**config.mk**
```make
export PLATFORM = sky130hd
export DESIGN_NAME = usb_phy_tx
export DESIGN_NICKNAME = d
export VERILOG_FILES = /design/src/rtl/usb_phy_tx.sv
export SDC_FILE = /design/constraint.sdc
export NUM_CORES = 1
export LEC_CHECK = 0
export CAP_MARGIN = 10
export CORE_UTILIZATION = 52
export CTS_CLUSTER_SIZE = 8
export DETAILED_ROUTE_END_ITERATION = 10
export PLACE_DENSITY = 0.72
export SLEW_MARGIN = 40
export SYNTH_ARGS = -nofsm -noshare
export SYNTH_HDL_FRONTEND = slang
export SYNTH_SLANG_ARGS = --single-unit
export TNS_END_PERCENT = 1
```
**constraint.sdc**
```tcl
create_clock -name clk -period 2.4 [get_ports clk]
set_input_delay 0.48 -clock clk [delete_from_list [all_inputs] [get_ports clk]]
set_output_delay 0.48 -clock clk [all_outputs]
set_load 0.02 [all_outputs]
```
**src/rtl/usb_phy_tx.sv**
```systemverilog
// usb_phy_tx -- USB full/low-speed line transmitter.
// Serialises bytes into an NRZI, bit-stuffed D+/D- stream framed by a SYNC
// pattern and an SE0/SE0/J end-of-packet. It can also send a bare low-speed
// EOP as a keep-alive.
//
// Ports:
//   clk, reset       single clock, synchronous active-high reset
//   usb_full_speed   1 = full-speed, 0 = low-speed (latched when a packet starts)
//   tx_data/tx_valid byte source; tx_ready pulses for one clk when a byte is taken
//   keep_alive       pulse request for a low-speed keep-alive EOP
//   d_o              driven {p,n} line levels
//   d_en             output-driver enable; busy mirrors it

package usb_phy_tx_pkg;
    typedef struct packed {
        logic p;
        logic n;
    } d_port_t;
endpackage

module usb_phy_tx
    import usb_phy_tx_pkg::*;
#(
    parameter int FS_DIV    = 4,
    parameter int LS_DIV    = 32,
    parameter int SYNC_BITS = 8
) (
    input  logic       clk,
    input  logic       reset,
    input  logic       usb_full_speed,
    input  logic [7:0] tx_data,
    input  logic       tx_valid,
    output logic       tx_ready,
    input  logic       keep_alive,
    output d_port_t    d_o,
    output logic       d_en,
    output logic       busy
);
    typedef enum logic [2:0] {IDLE, SYNC, DATA, EOP_SE0, EOP_J} state_t;

    localparam d_port_t SE0 = '{p: 1'b0, n: 1'b0};

    state_t     state;
    logic       fs_lat;    // speed captured when the packet started
    logic [7:0] div_cnt;   // clk count within the current line bit
    logic [4:0] bit_cnt;   // SYNC bit index, data bit index, or EOP bit index
    logic [2:0] ones;      // run of consecutive 1 bits on the wire
    logic       stuff;     // current line bit is an inserted stuff bit
    logic [7:0] shreg;     // remaining bits of the byte being sent, LSB next
    logic       line_j;    // NRZI line level, 1 = J

    // J/K levels depend on speed: full-speed J is {1,0}, low-speed J is {0,1}.
    function automatic d_port_t lvl(input logic j, input logic fs);
        d_port_t d;
        d.p = j ? fs : ~fs;
        d.n = ~d.p;
        return d;
    endfunction

    logic [7:0] div_last;
    logic       bit_end;
    logic       boundary;
    logic       need_stuff;
    logic       nxt_bit;
    logic       nxt_line;
    logic [2:0] ones_next;

    assign div_last = fs_lat ? 8'(FS_DIV - 1) : 8'(LS_DIV - 1);
    assign bit_end  = (div_cnt == div_last);

    // Decide, for the bit currently on the wire, what follows it.
    always_comb begin
        boundary   = 1'b0;
        need_stuff = 1'b0;
        ones_next  = 3'd0;
        nxt_bit    = 1'b1;
        case (state)
            SYNC: begin
                boundary  = (bit_cnt == 5'(SYNC_BITS - 1));
                // SYNC's trailing 1 starts the stuffing run
                ones_next = boundary ? 3'd1 : 3'd0;
                nxt_bit   = (5'(bit_cnt + 5'd1) == 5'(SYNC_BITS - 1));
            end
            DATA: begin
                if (stuff) begin
                    // bit_cnt==8 means the stuff bit trails the byte's last bit
                    boundary = (bit_cnt == 5'd8);
                    nxt_bit  = shreg[0];
                end else begin
                    ones_next  = shreg[0] ? 3'(ones + 3'd1) : 3'd0;
                    need_stuff = (ones_next == 3'd6);
                    boundary   = (bit_cnt == 5'd7) && !need_stuff;
                    nxt_bit    = shreg[1];
                end
            end
            default: ;
        endcase
        if (need_stuff)
            nxt_bit = 1'b0;
        else if (boundary)
            nxt_bit = tx_data[0];
        // NRZI: a 0 toggles the line, a 1 holds it
        nxt_line = nxt_bit ? line_j : ~line_j;
    end

    // Byte is taken only in the last clk of a byte boundary bit.
    assign tx_ready = bit_end && boundary && tx_valid;
    assign busy     = d_en;

    always_ff @(posedge clk) begin
        if (reset) begin
            state   <= IDLE;
            fs_lat  <= usb_full_speed;
            div_cnt <= 8'd0;
            bit_cnt <= 5'd0;
            ones    <= 3'd0;
            stuff   <= 1'b0;
            shreg   <= 8'd0;
            line_j  <= 1'b1;
            d_o     <= lvl(1'b1, usb_full_speed);
            d_en    <= 1'b0;
        end else begin
            div_cnt <= (state == IDLE || bit_end) ? 8'd0 : div_cnt + 8'd1;
            case (state)
                IDLE: begin
                    fs_lat  <= usb_full_speed;
                    bit_cnt <= 5'd0;
                    ones    <= 3'd0;
                    stuff   <= 1'b0;
                    line_j  <= 1'b1;
                    d_o     <= lvl(1'b1, usb_full_speed);
                    if (tx_valid) begin
                        // first SYNC bit is a 0, so the line goes to K
                        state  <= SYNC;
                        line_j <= 1'b0;
                        d_o    <= lvl(1'b0, usb_full_speed);
                        d_en   <= 1'b1;
                    end else if (keep_alive && !usb_full_speed) begin
                        state <= EOP_SE0;
                        d_o   <= SE0;
                        d_en  <= 1'b1;
                    end
                end
                SYNC, DATA: begin
                    if (bit_end) begin
                        ones  <= ones_next;
                        stuff <= need_stuff;
                        if (state == DATA && !stuff)
                            shreg <= shreg >> 1;
                        // stuff bits do not advance the data bit counter
                        if (!(state == DATA && stuff))
                            bit_cnt <= bit_cnt + 5'd1;
                        if (boundary && !tx_valid) begin
                            state   <= EOP_SE0;
                            bit_cnt <= 5'd0;
                            d_o     <= SE0;
                        end else begin
                            if (boundary) begin
                                state   <= DATA;
                                shreg   <= tx_data;
                                bit_cnt <= 5'd0;
                            end
                            line_j <= nxt_line;
                            d_o    <= lvl(nxt_line, fs_lat);
                        end
                    end
                end
                EOP_SE0: begin
                    if (bit_end) begin
                        if (bit_cnt == 5'd1) begin
                            state   <= EOP_J;
                            bit_cnt <= 5'd0;
                            line_j  <= 1'b1;
                            d_o     <= lvl(1'b1, fs_lat);
                        end else begin
                            bit_cnt <= bit_cnt + 5'd1;
                        end
                    end
                end
                EOP_J: begin
                    if (bit_end) begin
                        state <= IDLE;
                        d_en  <= 1'b0;
                        d_o   <= lvl(1'b1, usb_full_speed);
                    end
                end
                default: state <= IDLE;
            endcase
        end
    end
endmodule

```
==> flow_summary.json <==
{
  "outcome": "finished with violations",
  "violations": "setup timing",
  "yosysSeqAreaShare": 0.329,
  "hold_path_class": "flop to flop",
  "required_ps": 1920,
  "clk_pin_slew_ps": 60,
  "totalWireLength_um": 5420,
  "area_growth_pct": 34.4,
  "clock_path_buffers": 2,
  "crit_type": "flop to output pin",
  "hold_buffers": 0,
  "drc": 0,
  "die_w_um": 65.6,
  "final_common_cell": "buf_4",
  "cp-start-kind": "flop",
  "worstPathArrival_ps": 1930,
  "crit_fanout": 3,
  "drtIter0Drc": 149,
  "synth_ff_type": "dfxtp_1",
  "ios": 18,
  "max-vdd-ir-drop_uv": 658,
  "period_share": 1.00,
  "async_flop_share": 0,
  "p_leak_nw": 1.10,
  "syn_nets": 276,
  "synth_area_um2": 2100,
  "rows": 22,
  "finalSetupViolCount": 1,
  "detailed_place_hpwl_um": 3800,
  "yosysWarnings": 0,
  "synth_cell_type_count": 61,
  "fin_ws_ps": -6.63,
  "hold_viol": 0,
  "dr_total_vias": 2168,
  "core_um2": 3770,
  "synth.avg_cell_area_um2": 8.18,
  "wl_per_cell_um": 14.8,
  "cap_violations": 0,
  "antenna_found_initial": 0,
  "synthCells": 257,
  "stdcell_area_um2": 2830,
  "worstMarginPinSlew_ps": 483,
  "grt_pass1_wl_um": 9050,
  "drive_above_1_share": 0.266,
  "synth_top_cell_area_share": 0.286,
  "dieArea_um2": 4300,
  "numCtsBuffers": 5,
  "routed_via_density": 5.91,
  "yosys_register_bits": 33,
  "numPortBuffers": 17,
  "timing.fmax_mhz": 416,
  "grt.overflow.total": 0,
  "grt_pass1_vias": 2014,
  "htree_levels": 2,
  "synth_area_leader_cell": "dfxtp_1",
  "maxSlewViolCount": 0,
  "cts_tree": "built",
  "gp_congestion": 0.881,
  "fp.dieH_um": 65.6,
  "root_buffer": "clkbuf_8",
  "nets": 337,
  "n_antenna_cell": 0,
  "rsz0062_at_grt": "yes",
  "power.density_nw_per_um2": 892,
  "ant_nets": 0,
  "first_pass_iters": 5,
  "timing.slew.headroom": 0.676,
  "min_period_ps": 2410,
  "grt_usage": 0.272,
  "fillers": 295,
  "place_area_um2": 2640,
  "cts_num_sinks": 33,
  "floorplan.initialDensity": 0.557,
  "critPathCaptureType": "output pin",
  "grt_max_degree": 20,
  "clk_latency_ps": 290,
  "layout_common_cells": "buf_4 (52), nor2_1 (31), dfxtp_1 (27)",
  "synth_edf_count": 3,
  "synth_area_leaders": "dfxtp_1 (29%), nor2_1 (5.5%), a21oi_1 (4.3%)",
  "power_mw": 2.52,
  "skew_ps": 10.1
}
cells in the mapped netlist (2+ instances only):
cell / number
o22ai_1: 6
nand4_1: 4
buf_2: 5
inv_1: 10
mux2i_1: 2
and2_1: 2
clkbuf_1: 8
or3_1: 2
a22oi_1: 2
nand3_1: 17
nor3_1: 6
nor2_1: 31
nand3b_1: 2
o21a_1: 3
nand2_1: 10
dfxtp_1: 30
nand4bb_1: 2
nor4b_1: 4
and3_1: 5
o21ai_0: 10
ha_1: 6
edfxtp_1: 3
a31oi_1: 3
or4_1: 3
or4b_1: 3
nand4b_1: 2
nor2b_1: 3
o211ai_1: 6
xor2_1: 7
a21oi_1: 18
xnor2_1: 4
o2111a_1: 2
nor3b_1: 3
nand2b_1: 6
worst max-delay path, cell delays in order (launching register included):
cell and delay (ps):
dfxtp_2 340, ha_2 170, and4bb_1 210, or4b_4 500, a31oi_4 170, nand2_2 90
inv_2 70, buf_6 110
layout make-up:
type | count | area, um2 | share of cell area
Clock buffer | 8 | 90.1 | 0.0319
Inverter | 10 | 37.5 | 0.0133
Multi-Input combinational cell | 198 | 1370 | 0.485
Sequential cell | 33 | 694 | 0.246
Tap cell | 48 | 60.1 | 0.0213
Timing Repair Buffer | 70 | 573 | 0.203
sequential cells by signal (all words and copies together) (netlist names):
name	flops
ones	3
line_j	1
shreg	8
bit_cnt	5
busy	1
stuff	1
fs_lat	1
d_o	2
state	3
div_cnt	8
layer usage:
layer,track usage,share of wire,wire length [um],vias up
li1,-,-,-,1073
met1,0.354,0.46,2520,1002
met2,0.437,0.45,2440,76
met3,0.0590,0.059,317,17
met4,0.106,0.027,147,0
met5,0,0,0,-
per-stage QoR:
| stage | hold slack (ps) | TNS (ps) | setup slack [ps] | utilization | instances |
|---|---|---|---|---|---|
| after floorplan | 438 | -17.1 | -17.1 | - | 257 |
| after global placement | 464 | -268 | -268 | 0.699 | 356 |
| after detailed placement | 466 | -320 | -294 | 0.699 | 356 |
| after CTS | 477 | -67.2 | -67.2 | 0.731 | 365 |
| after global routing | 518 | -360 | -84.2 | 0.749 | 367 |
| final | 474 | -6.63 | -6.63 | 0.749 | 367 |
where the power goes:
part,internal [mW],switching [mW]
registers,0.639,0.0513
logic,0.673,0.731
clock network,0.234,0.193
total,1.55,0.976
repair_timing:
item | in CTS | in global routing
pin swaps | 3 | 5
buffers inserted | 1 | 2
setup endpoints to repair | 4 | 10
gates resized for setup | 12 | 13
cell families after synthesis:
logic type / Yosys count / synth area share
simple gates: 113 / 0.311
compound gates: 65 / 0.210
flops: 33 / 0.329
buf+inv: 26 / 0.0548
xor+xnor: 11 / 0.0458
fa+ha+maj: 7 / 0.0405
mux: 2 / 0.00952
worst paths after layout:
check                                              from                    end  slack [ps]  depth (start not counted)
worst max-delay path            bit_cnt[0]$_SDFFE_PP0P_               tx_ready          -7                          7
worst min-delay path              shreg[7]$_SDFFE_PP0P_  shreg[7]$_SDFFE_PP0P_         470                          2
worst max register to register  bit_cnt[0]$_SDFFE_PP0P_  state[0]$_SDFFE_PP0P_          10                          8
worst min register to register    shreg[7]$_SDFFE_PP0P_  shreg[7]$_SDFFE_PP0P_         470                          2
No activity file was read; power rests on OpenSTA's default activity.
